===== config.mk =====
export PLATFORM = sky130hd
export DESIGN_NAME = mux_arbiter2
export DESIGN_NICKNAME = d
export VERILOG_FILES = /design/src/rtl/mux_arbiter2.sv
export SDC_FILE = /design/constraint.sdc
export NUM_CORES = 1
export LEC_CHECK = 0
export CAP_MARGIN = 20
export CORE_MARGIN = 3
export CORE_UTILIZATION = 42
export CTS_CLUSTER_DIAMETER = 60
export DETAILED_ROUTE_END_ITERATION = 6
export GPL_TIMING_DRIVEN = 0
export PLACE_DENSITY = 0.77
export SYNTH_ARGS = -nofsm -noshare
export SYNTH_HDL_FRONTEND = slang
export SYNTH_SLANG_ARGS = --single-unit

===== constraint.sdc =====
create_clock -name clk -period 1.75 [get_ports clk]
set_input_delay 0.4375 -clock clk [delete_from_list [all_inputs] [get_ports clk]]
set_output_delay 0.4375 -clock clk [all_outputs]
set_load 0.01 [all_outputs]

===== src/rtl/mux_arbiter2.sv =====
// mux_arbiter2: round-robin arbiter for two requesters sharing one multi-cycle unit,
// presenting the winner's operand through a registered mux.
module mux_arbiter2 #(
    parameter int N   = 9,
    parameter int LAT = 3
) (
    input  logic         clk,
    input  logic         rst_n,
    input  logic         req0,
    input  logic [N-1:0] in0,
    input  logic         req1,
    input  logic [N-1:0] in1,
    input  logic         out_ready,
    output logic         gnt0,
    output logic         gnt1,
    output logic         sel,
    output logic [N-1:0] mux_out,
    output logic         out_valid,
    output logic         busy
);
    typedef enum logic [1:0] {IDLE, ISSUE, HOLD} state_t;
    state_t       state_q, state_d;
    logic [3:0]   cnt_q, cnt_d;
    logic         ptr_q, ptr_d;
    logic         sel_q, sel_d;
    logic         gnt0_q, gnt0_d;
    logic         gnt1_q, gnt1_d;
    logic         valid_q, valid_d;
    logic         busy_q, busy_d;
    logic [N-1:0] mux_q, mux_d;
    logic         win;

    always_comb begin
        win     = (req0 && req1) ? ptr_q : req1;
        state_d = state_q;
        cnt_d   = cnt_q;
        ptr_d   = ptr_q;
        sel_d   = sel_q;
        mux_d   = mux_q;
        valid_d = valid_q;
        gnt0_d  = 1'b0;
        gnt1_d  = 1'b0;
        case (state_q)
            IDLE: if (req0 || req1) begin
                state_d = ISSUE;
                sel_d   = win;
                mux_d   = win ? in1 : in0;
                gnt0_d  = !win;
                gnt1_d  = win;
                valid_d = 1'b1;
                ptr_d   = !win;
            end
            ISSUE: if (out_ready) begin
                valid_d = 1'b0;
                state_d = (LAT == 1) ? IDLE : HOLD;
                cnt_d   = 4'(LAT - 1);
            end
            HOLD: begin
                cnt_d   = (cnt_q == 4'd0) ? 4'd0 : cnt_q - 4'd1;
                state_d = (cnt_q <= 4'd1) ? IDLE : HOLD;
            end
            default: state_d = IDLE;
        endcase
        busy_d = (state_d != IDLE);
    end

    always_ff @(posedge clk or negedge rst_n) begin
        if (!rst_n) begin
            state_q <= IDLE;
            cnt_q   <= 4'd0;
            ptr_q   <= 1'b0;
            sel_q   <= 1'b0;
            mux_q   <= '0;
            valid_q <= 1'b0;
            gnt0_q  <= 1'b0;
            gnt1_q  <= 1'b0;
            busy_q  <= 1'b0;
        end else begin
            state_q <= state_d;
            cnt_q   <= cnt_d;
            ptr_q   <= ptr_d;
            sel_q   <= sel_d;
            mux_q   <= mux_d;
            valid_q <= valid_d;
            gnt0_q  <= gnt0_d;
            gnt1_q  <= gnt1_d;
            busy_q  <= busy_d;
        end
    end

    assign gnt0      = gnt0_q;
    assign gnt1      = gnt1_q;
    assign sel       = sel_q;
    assign mux_out   = mux_q;
    assign out_valid = valid_q;
    assign busy      = busy_q;
endmodule


==> flow_metrics.env, run 1 <==
export IMPL_largest_reg_flops=9
export IMPL_chipWidth_um=53.90
export IMPL_die_h_um=53.90
export IMPL_cts_buffers=3
export IMPL_async_flop_share=1.000
export IMPL_status="finished, final reports clean"
export IMPL_crit_path_end_kind="output port"
export IMPL_overflow=0
export IMPL_crit_buf_inv=1
export IMPL_ctsHtreeMaxLevel=1
export IMPL_hold_viol=0
export IMPL_synth_top_area_cell="dfrtp_1"
export IMPL_fillers=174
export IMPL_avgSynthCellArea_sq_um=10.36
export IMPL_dr_total_vias=884
export IMPL_grtUsageTotal=0.1924
export IMPL_core_rowCount=16
export IMPL_ioPinCount=37
export IMPL_grt_pass1_vias=893
export IMPL_cts_clk_slew_worst_paths_ns=0.12
export IMPL_start_kind="register"
export IMPL_diodes=0
export IMPL_worstMarginPinSlew_ns=0.8906
export IMPL_peakVddDrop_mv=0.8502
export IMPL_slowest_delay_ns=0.57
export IMPL_synth_top_area_share=0.5455
export IMPL_worstPathCellList="clkdlybuf4s50_1"
export IMPL_port_buffers=35
export IMPL_clock_latency_ns=0.31
export IMPL_p_per_area_nw_per_um2=1548
export IMPL_worstPathArrival_ns=1.25
export IMPL_slew_headroom=0.4044
export IMPL_multi_input_area_sq_um=395.4
export IMPL_grt_pass1_wl_um=3905
export IMPL_ys_types=31
export IMPL_hp_class="in -> reg"
export IMPL_drive_above_1_share=0.09091
export IMPL_register_area_sq_um=525.5
export IMPL_hpwl_um=1814
export IMPL_dieArea_sq_um=2905
export IMPL_postRouteAntennaNets=0
export IMPL_post_route_period_util=0.9647
export IMPL_synth_area_leaders="dfrtp_1 55%, a21oi_1 5.7%, o21ai_0 4.7%"
export IMPL_p_leak_nw=0.5937
export IMPL_report_final_slew_viol_count=0
export IMPL_hold_ws_ns=0.4551
export IMPL_antenna_found_initial=0
export IMPL_first_iter_violations=11
export IMPL_root_buffer="clkbuf_4"
export IMPL_drt_total_wl_um=2468
export IMPL_wire_per_inst_um=15.52
export IMPL_cts_hold_buffers=0
export IMPL_avgViaCountPerCell=5.560
export IMPL_drc=0
export IMPL_synth_nets=116
export IMPL_synth_edf_count=0
export IMPL_max_freq_ghz=0.5924
export IMPL_post_route_min_period_ns=1.688
export IMPL_fin_nets=156
export IMPL_core_sq_um=2062
export IMPL_cp_required_ns=1.31
export IMPL_maxCapViolCount=0
export IMPL_start_util=0.4672
export IMPL_crit_type="reg -> out"
export IMPL_setup_viol=0
export IMPL_ys_warn_count=0
export IMPL_synthCells=93
export IMPL_path_delay_family="buffers and inverters"
export IMPL_ys_seq_area_frac=0.5455
export IMPL_fin_total_pwr_mw=2.129
export IMPL_syn2layout_area_growth_pct=42.73
export IMPL_grt_max_degree=22
export IMPL_ys_ff_latch=21
export IMPL_skew_ns=0.003871
export IMPL_ctsLongestPathBuffers=2
export IMPL_path_max_fanout=2
export IMPL_slowest_stage="clkdlybuf4s50_1"
export IMPL_synth_main_ff_cell="dfrtp_1"
export IMPL_ctsResizeCount=0
export IMPL_post_cts_buffers=0
export IMPL_tritoncts="built"
export IMPL_synthesis_area_sq_um=963.4
export IMPL_clkSinkCount=21
export IMPL_drt_pass1_iter_count=4
export IMPL_rsz0062_at_grt="no"
export IMPL_place_congestion=0.8552
[logic make-up after synthesis]
family / share of synthesized area
AOI/OAI and AO/OA: 0.2494
and+or+nand+nor: 0.1507
DFF: 0.5455
buffers and inverters: 0.04416
muxes: 0.01039
[path summary, 6_finish.rpt]
path	slack (ns)	start	cells past startpoint	endpoint
worst max register to register	0.31	state_q[0]$_DFF_PN0_	5	mux_out[0]$_DFFE_PN0P_
max in group asynchronous	0.59	rst_n	1	mux_out[1]$_DFFE_PN0P_
worst min register to register	0.51	sel$_DFFE_PN0P_	1	sel$_DFFE_PN0P_
worst max-delay path	0.06	mux_out[8]$_DFFE_PN0P_	1	mux_out[8]
min in group asynchronous	0.62	rst_n	1	cnt_q[0]$_DFFE_PN0P_
worst min-delay path	0.46	req1	3	mux_out[8]$_DFFE_PN0P_
[cells in the mapped netlist, drive strengths merged (2+ instances only)]
library cell / n
a21boi: 3
a21o: 2
nand2: 4
a21oi: 11
dfrtp: 21
o21ai: 9
nand2b: 2
nand3: 6
a31oi: 6
buf: 5
nor2: 4
a221o: 3
inv: 3
[per-layer routing]
metal  global-route usage  vias up  wire (um)
met3              0.04986        6        147
met4              0.09787        0         52
met1               0.1982      433        959
li1                     -      418          -
met5                    0        -          0
met2               0.3528       27       1308
[power breakdown]
group / internal [mW] / leakage, nW / switching (mW)
sequential: 0.693 / 0.254 / 0.133
combinational: 0.574 / 0.321 / 0.490
clock: 0.0855 / 0.0177 / 0.153
[metrics by stage]
| step | std cells | util | setup slack, ns | TNS (ns) | cell area [sq um] |
|---|---|---|---|---|---|
| after floorplan | 93 | - | 0.3630 | 0 | 963.4 |
| after global placement | 155 | 0.6535 | -0.1396 | -0.7390 | 1348 |
| after detailed placement | 155 | 0.6535 | -0.1776 | -1.359 | 1348 |
| after CTS | 159 | 0.6669 | 0.05942 | 0 | 1375 |
| after global routing | 159 | 0.6669 | 0.02723 | 0 | 1375 |
| final | 159 | 0.6669 | 0.06182 | 0 | 1375 |
[cell type report]
class                           count  share of cell area
Multi-Input combinational cell     63              0.2875
Buffer                              6             0.02275
Clock buffer                        3             0.01638
Timing Repair Buffer               35              0.2548
Inverter                            3            0.008189
Tap cell                           27             0.02457
Clock inverter                      1            0.003640
Sequential cell                    21              0.3822
[layout by cell type, fill, tap and decap left out, drive strengths merged, types with 4 or more instances in the layout]
master / synthesis / layout
a31oi: 6 / 6
clkbuf: 1 / 4
buf: 5 / 5
nor2: 4 / 4
nand2: 4 / 4
nand3: 6 / 6
o21ai: 9 / 9
a21oi: 11 / 11
clkdlybuf4s50: 0 / 35
dfrtp: 21 / 21
(Power assumes the default switching activity.)
==> run 2, diff against run 1 <==
- SETUP_SLACK_MARGIN: not set -> 0.5
==> flow_metrics.env, run 2 (same netlist as run 1, synthesis figures left out) <==
export IMPL_antenna_found_initial=0
export IMPL_cp_required_ns=1.95
export IMPL_grt_pass1_vias=902
export IMPL_worstPathCellList="and2b_2 > o211a_4 > a221o_1"
export IMPL_slowest_stage="dfrtp_1"
export IMPL_dr_total_vias=929
export IMPL_core_rowCount=16
export IMPL_cts_clk_slew_worst_paths_ns=0.12
export IMPL_worstMarginPinSlew_ns=0.8922
export IMPL_crit_buf_inv=0
export IMPL_avgViaCountPerCell=5.401
export IMPL_start_util=0.4672
export IMPL_diodes=0
export IMPL_ctsLongestPathBuffers=2
export IMPL_fin_nets=169
export IMPL_chipWidth_um=53.90
export IMPL_post_route_worst_setup_slack_ns=0.4397
export IMPL_start_kind="register"
export IMPL_core_sq_um=2062
export IMPL_clkSinkCount=21
export IMPL_cts_hold_buffers=0
export IMPL_grt_max_degree=22
export IMPL_report_final_slew_viol_count=0
export IMPL_p_leak_nw=0.6852
export IMPL_post_route_min_period_ns=1.310
export IMPL_max_freq_ghz=0.7632
export IMPL_clock_latency_ns=0.30
export IMPL_crit_type="reg -> reg"
export IMPL_cts_buffers=3
export IMPL_ioPinCount=37
export IMPL_root_buffer="clkbuf_4"
export IMPL_final_cell_mix="19 x dfrtp_1, 19 x clkdlybuf4s50_1, 13 x buf_2"
export IMPL_wire_per_inst_um=14.91
export IMPL_status="finished, final reports clean"
export IMPL_overflow=0
export IMPL_ctsHtreeMaxLevel=1
export IMPL_die_h_um=53.90
export IMPL_slew_headroom=0.4052
export IMPL_grtUsageTotal=0.1953
export IMPL_place_congestion=0.8526
export IMPL_drc=0
export IMPL_largest_reg_flops=9
export IMPL_post_route_period_util=0.7487
export IMPL_hold_ws_ns=0.3532
export IMPL_final_util=0.7269
export IMPL_dieArea_sq_um=2905
export IMPL_port_buffers=35
export IMPL_hpwl_um=1760
export IMPL_setup_viol=0
export IMPL_hp_class="in -> async"
export IMPL_peakVddDrop_mv=0.9580
export IMPL_first_iter_violations=21
export IMPL_drt_pass1_iter_count=6
export IMPL_fillers=154
export IMPL_tritoncts="built"
export IMPL_slowest_delay_ns=0.38
export IMPL_skew_ns=0.007040
export IMPL_grt_pass1_wl_um=4043
export IMPL_drt_total_wl_um=2565
export IMPL_p_per_area_nw_per_um2=1574
export IMPL_drive_above_1_share=0.3379
export IMPL_rsz0062_at_grt="yes"
export IMPL_hold_viol=0
export IMPL_postRouteAntennaNets=0
export IMPL_maxCapViolCount=0
export IMPL_worstPathArrival_ns=1.51
export IMPL_syn2layout_area_growth_pct=55.58
export IMPL_crit_path_end_kind="register"
export IMPL_path_max_fanout=5
export IMPL_preCtsSetupSlack_ns=-0.1896
export IMPL_path_delay_family="compound AO/OA/AOI/OAI gates"
[run 2: repair_timing]
item | CTS | global route
endpoints found under the hold margin | 0 | 0
setup buffers | 6 | 7
resized for setup | 70 | 10
endpoints found under the setup margin | 50 | 28
pin swaps | 2 | 3
[run 2: layout make-up]
| cell class | instances | area [sq um] | area share |
|---|---|---|---|
| Sequential cell | 21 | 528.0 | 0.3523 |
| Multi-Input combinational cell | 63 | 441.7 | 0.2947 |
| Timing Repair Buffer | 48 | 397.9 | 0.2654 |
| Buffer | 6 | 58.81 | 0.03923 |
| Tap cell | 27 | 33.78 | 0.02254 |
| Clock buffer | 3 | 22.52 | 0.01503 |
| Inverter | 3 | 11.26 | 0.007513 |
| Clock inverter | 1 | 5.005 | 0.003339 |
[run 2: report_power, final]
group          leakage (nW)  switching, mW  internal [mW]
Combinational         0.415          0.582          0.709
Clock                0.0177          0.152         0.0852
Sequential            0.252          0.135          0.697
[run 2: metrics by stage]
stage / power [mW] / instance area, sq um / std cells / TNS, ns
floorplan: 1.402 / 975.9 / 93 / 0
global placement: 1.868 / 1360 / 155 / -0.4905
detailed placement: 1.892 / 1360 / 155 / -0.7965
CTS: 2.138 / 1394 / 165 / 0
global route: 2.525 / 1499 / 172 / 0
finish: 2.360 / 1499 / 172 / 0
[run 2: worst paths after layout]
path                                   startpoint                     end  slack, ns  depth (start not counted)
worst max-delay path            ptr_q$_DFFE_PN0P_  mux_out[6]$_DFFE_PN0P_       0.44                          3
worst min-delay path                        rst_n  mux_out[7]$_DFFE_PN0P_       0.35                          1
worst max register to register  ptr_q$_DFFE_PN0P_  mux_out[6]$_DFFE_PN0P_       0.44                          3
worst min register to register  ptr_q$_DFFE_PN0P_       ptr_q$_DFFE_PN0P_       0.52                          1
max in group asynchronous                   rst_n    state_q[1]$_DFF_PN0_       0.79                          1
min in group clk                             req1  mux_out[3]$_DFFE_PN0P_       0.40                          3
[run 2: routing by layer]
| layer | GRT usage | routed length, um | vias to the layer above |
|---|---|---|---|
| li1 | - | - | 446 |
| met1 | 0.2158 | 966 | 441 |
| met2 | 0.3690 | 1412 | 35 |
| met3 | 0.04155 | 154 | 7 |
| met4 | 0.05532 | 31 | 0 |
| met5 | 0 | 0 | - |
==> run 3, diff against run 2 <==
- CORE_UTILIZATION: 42 -> 38
- PLACE_DENSITY: 0.77 -> 0.74
- clock period: 1.75 -> 1.2 ns (I/O delays scaled with it)
==> flow_metrics.env, run 3 (same netlist as run 1, synthesis figures left out) <==
export IMPL_worstPathCellList="and2b_2 > o211a_4 > a221o_1"
export IMPL_drt_total_wl_um=2980
export IMPL_post_dp_cell_area_sq_um=1403
export IMPL_final_cell_mix="20 x dfrtp_1, 19 x buf_4, 19 x clkdlybuf4s50_1"
export IMPL_peakVddDrop_mv=1.448
export IMPL_cts_hold_buffers=0
export IMPL_r2r_start="ptr_q$_DFFE_PN0P_"
export IMPL_r2r_worst_path_cells=3
export IMPL_p_sw_mw=1.538
export IMPL_post_route_period_util=1.069
export IMPL_crit_path_end_kind="register"
export IMPL_slew_headroom=0.6620
export IMPL_violations="setup timing"
export IMPL_fin_nets=181
export IMPL_reg2reg_to="mux_out[7]$_DFFE_PN0P_"
export IMPL_grt_use_met3=0.02529
export IMPL_grtUsageMet2=0.3372
export IMPL_switching_share=0.3721
export IMPL_report_final_slew_viol_count=0
export IMPL_worstMarginPinSlew_ns=0.5070
export IMPL_cts_buffers=3
export IMPL_post_route_min_period_ns=1.282
export IMPL_overflow=0
export IMPL_final_cell_count_no_fill=185
export IMPL_core_sq_um=2297
export IMPL_path_max_fanout=5
export IMPL_rsz0062_at_grt="yes"
export IMPL_root_buffer="clkbuf_4"
export IMPL_cts_clk_slew_worst_paths_ns=0.13
export IMPL_post_route_worst_setup_slack_ns=-0.08250
export IMPL_fin_total_pwr_mw=4.132
export IMPL_grt_pass1_wl_um=4650
export IMPL_hold_viol=0
export IMPL_hp_class="in -> async"
export IMPL_dieArea_sq_um=3175
export IMPL_p_seq_frac=0.291
export IMPL_crit_buf_inv=0
export IMPL_postRouteAntennaNets=0
export IMPL_antenna_found_initial=0
export IMPL_crit_type="reg -> reg"
export IMPL_first_iter_violations=18
export IMPL_drt_pass1_iter_count=4
export IMPL_power_frac_comb=0.623
export IMPL_place_congestion=0.8691
export IMPL_clock_latency_ns=0.30
export IMPL_preCtsSetupSlack_ns=-0.5529
export IMPL_syn2layout_area_growth_pct=79.09
export IMPL_grtUsageTotal=0.1813
export IMPL_slowest_delay_ns=0.39
export IMPL_placed_cells=156
export IMPL_max_freq_ghz=0.7797
export IMPL_port_buffers=35
export IMPL_p_int_mw=2.594
export IMPL_final_util=0.7511
export IMPL_p_per_area_nw_per_um2=2395
export IMPL_ioPinCount=37
export IMPL_finalInstanceArea_sq_um=1725
export IMPL_ctsHtreeMaxLevel=1
export IMPL_start_kind="register"
export IMPL_p_leak_nw=0.7755
export IMPL_fillers=158
export IMPL_largest_reg_flops=9
export IMPL_slowest_stage="dfrtp_1"
export IMPL_drc=0
export IMPL_start_util=0.4194
export IMPL_maxCapViolCount=0
export IMPL_layout_commonest_cell="dfrtp_1"
export IMPL_clockPowerShare=0.087
export IMPL_clkSinkCount=21
export IMPL_busiest_layer="met2"
export IMPL_grtUsageMet1=0.2187
export IMPL_reg2reg_slack_ns=-0.08
export IMPL_hpwl_um=1786
export IMPL_drive_above_1_share=0.4841
export IMPL_diodes=0
export IMPL_chipWidth_um=56.35
export IMPL_wire_per_inst_um=16.11
export IMPL_ctsLongestPathBuffers=2
export IMPL_dr_total_vias=1003
export IMPL_avgViaCountPerCell=5.422
export IMPL_grt_max_degree=22
export IMPL_core_rowCount=17
export IMPL_tritoncts="built"
export IMPL_worstPathArrival_ns=1.49
export IMPL_status="finished, violations left"
export IMPL_cp_required_ns=1.40
export IMPL_grt_pass1_vias=1027
export IMPL_setup_viol=8
export IMPL_die_h_um=56.35
export IMPL_skew_ns=0.002309
export IMPL_path_delay_family="compound AO/OA/AOI/OAI gates"
[run 3: power by group through the flow]
stage	logic, mW	clock network [mW]	registers [mW]
after detailed placement	1.67	0	1.25
final	2.57	0.359	1.20
after global placement	1.64	0	1.23
after global routing	2.74	0.392	1.24
after floorplan	0.858	0	1.33
after CTS	2.16	0.354	1.20
[run 3: how the worst max path moves through the flow]
stage                               startpoint                      to  slack [ns]  depth (start not counted)
after floorplan                           req1  mux_out[0]$_DFFE_PN0P_       -0.01                          4
after CTS                    ptr_q$_DFFE_PN0P_  mux_out[7]$_DFFE_PN0P_       -0.06                          3
final                        ptr_q$_DFFE_PN0P_  mux_out[7]$_DFFE_PN0P_       -0.08                          3
after global routing      state_q[0]$_DFF_PN0_  mux_out[7]$_DFFE_PN0P_       -0.14                          5
after global placement                    req0  mux_out[0]$_DFFE_PN0P_       -0.55                          4
after detailed placement                  req0  mux_out[7]$_DFFE_PN0P_       -0.55                          4
[run 3: cell type report]
| type | count | area, sq um | share of cell area |
|---|---|---|---|
| clock buffer | 3 | 22.52 | 0.01305 |
| sequential | 21 | 526.8 | 0.3053 |
| clock inverter | 1 | 5.005 | 0.002901 |
| multi-input combinational | 63 | 515.5 | 0.2988 |
| buffer | 6 | 71.32 | 0.04133 |
| tap | 28 | 35.03 | 0.02030 |
| inverter | 3 | 13.76 | 0.007977 |
| timing repair buffer | 60 | 535.5 | 0.3104 |
[run 3: stage by stage]
stage	hold WS [ns]	setup TNS, ns
3_3_place_gp	0.4730	-12.75
4_1_cts	0.04851	-0.2296
5_1_grt	0.05990	-1.223
3_5_place_dp	0.4836	-12.10
2_1_floorplan	0.004409	-0.04160
6_report	0.02915	-0.3457
[run 3: metal layers]
| layer | up-vias | part of all wire |
|---|---|---|
| met5 | - | 0 |
| li1 | 472 | - |
| met3 | 12 | 0.036 |
| met1 | 484 | 0.43 |
| met2 | 35 | 0.50 |
| met4 | 0 | 0.032 |
[run 3: what timing repair did]
| action | CTS | global route |
|---|---|---|
| resized for setup | 82 | 15 |
| cloned | 1 | 0 |
| pin swaps | 12 | 7 |
| endpoints found under the setup margin | 56 | 35 |
| setup buffers | 15 | 9 |
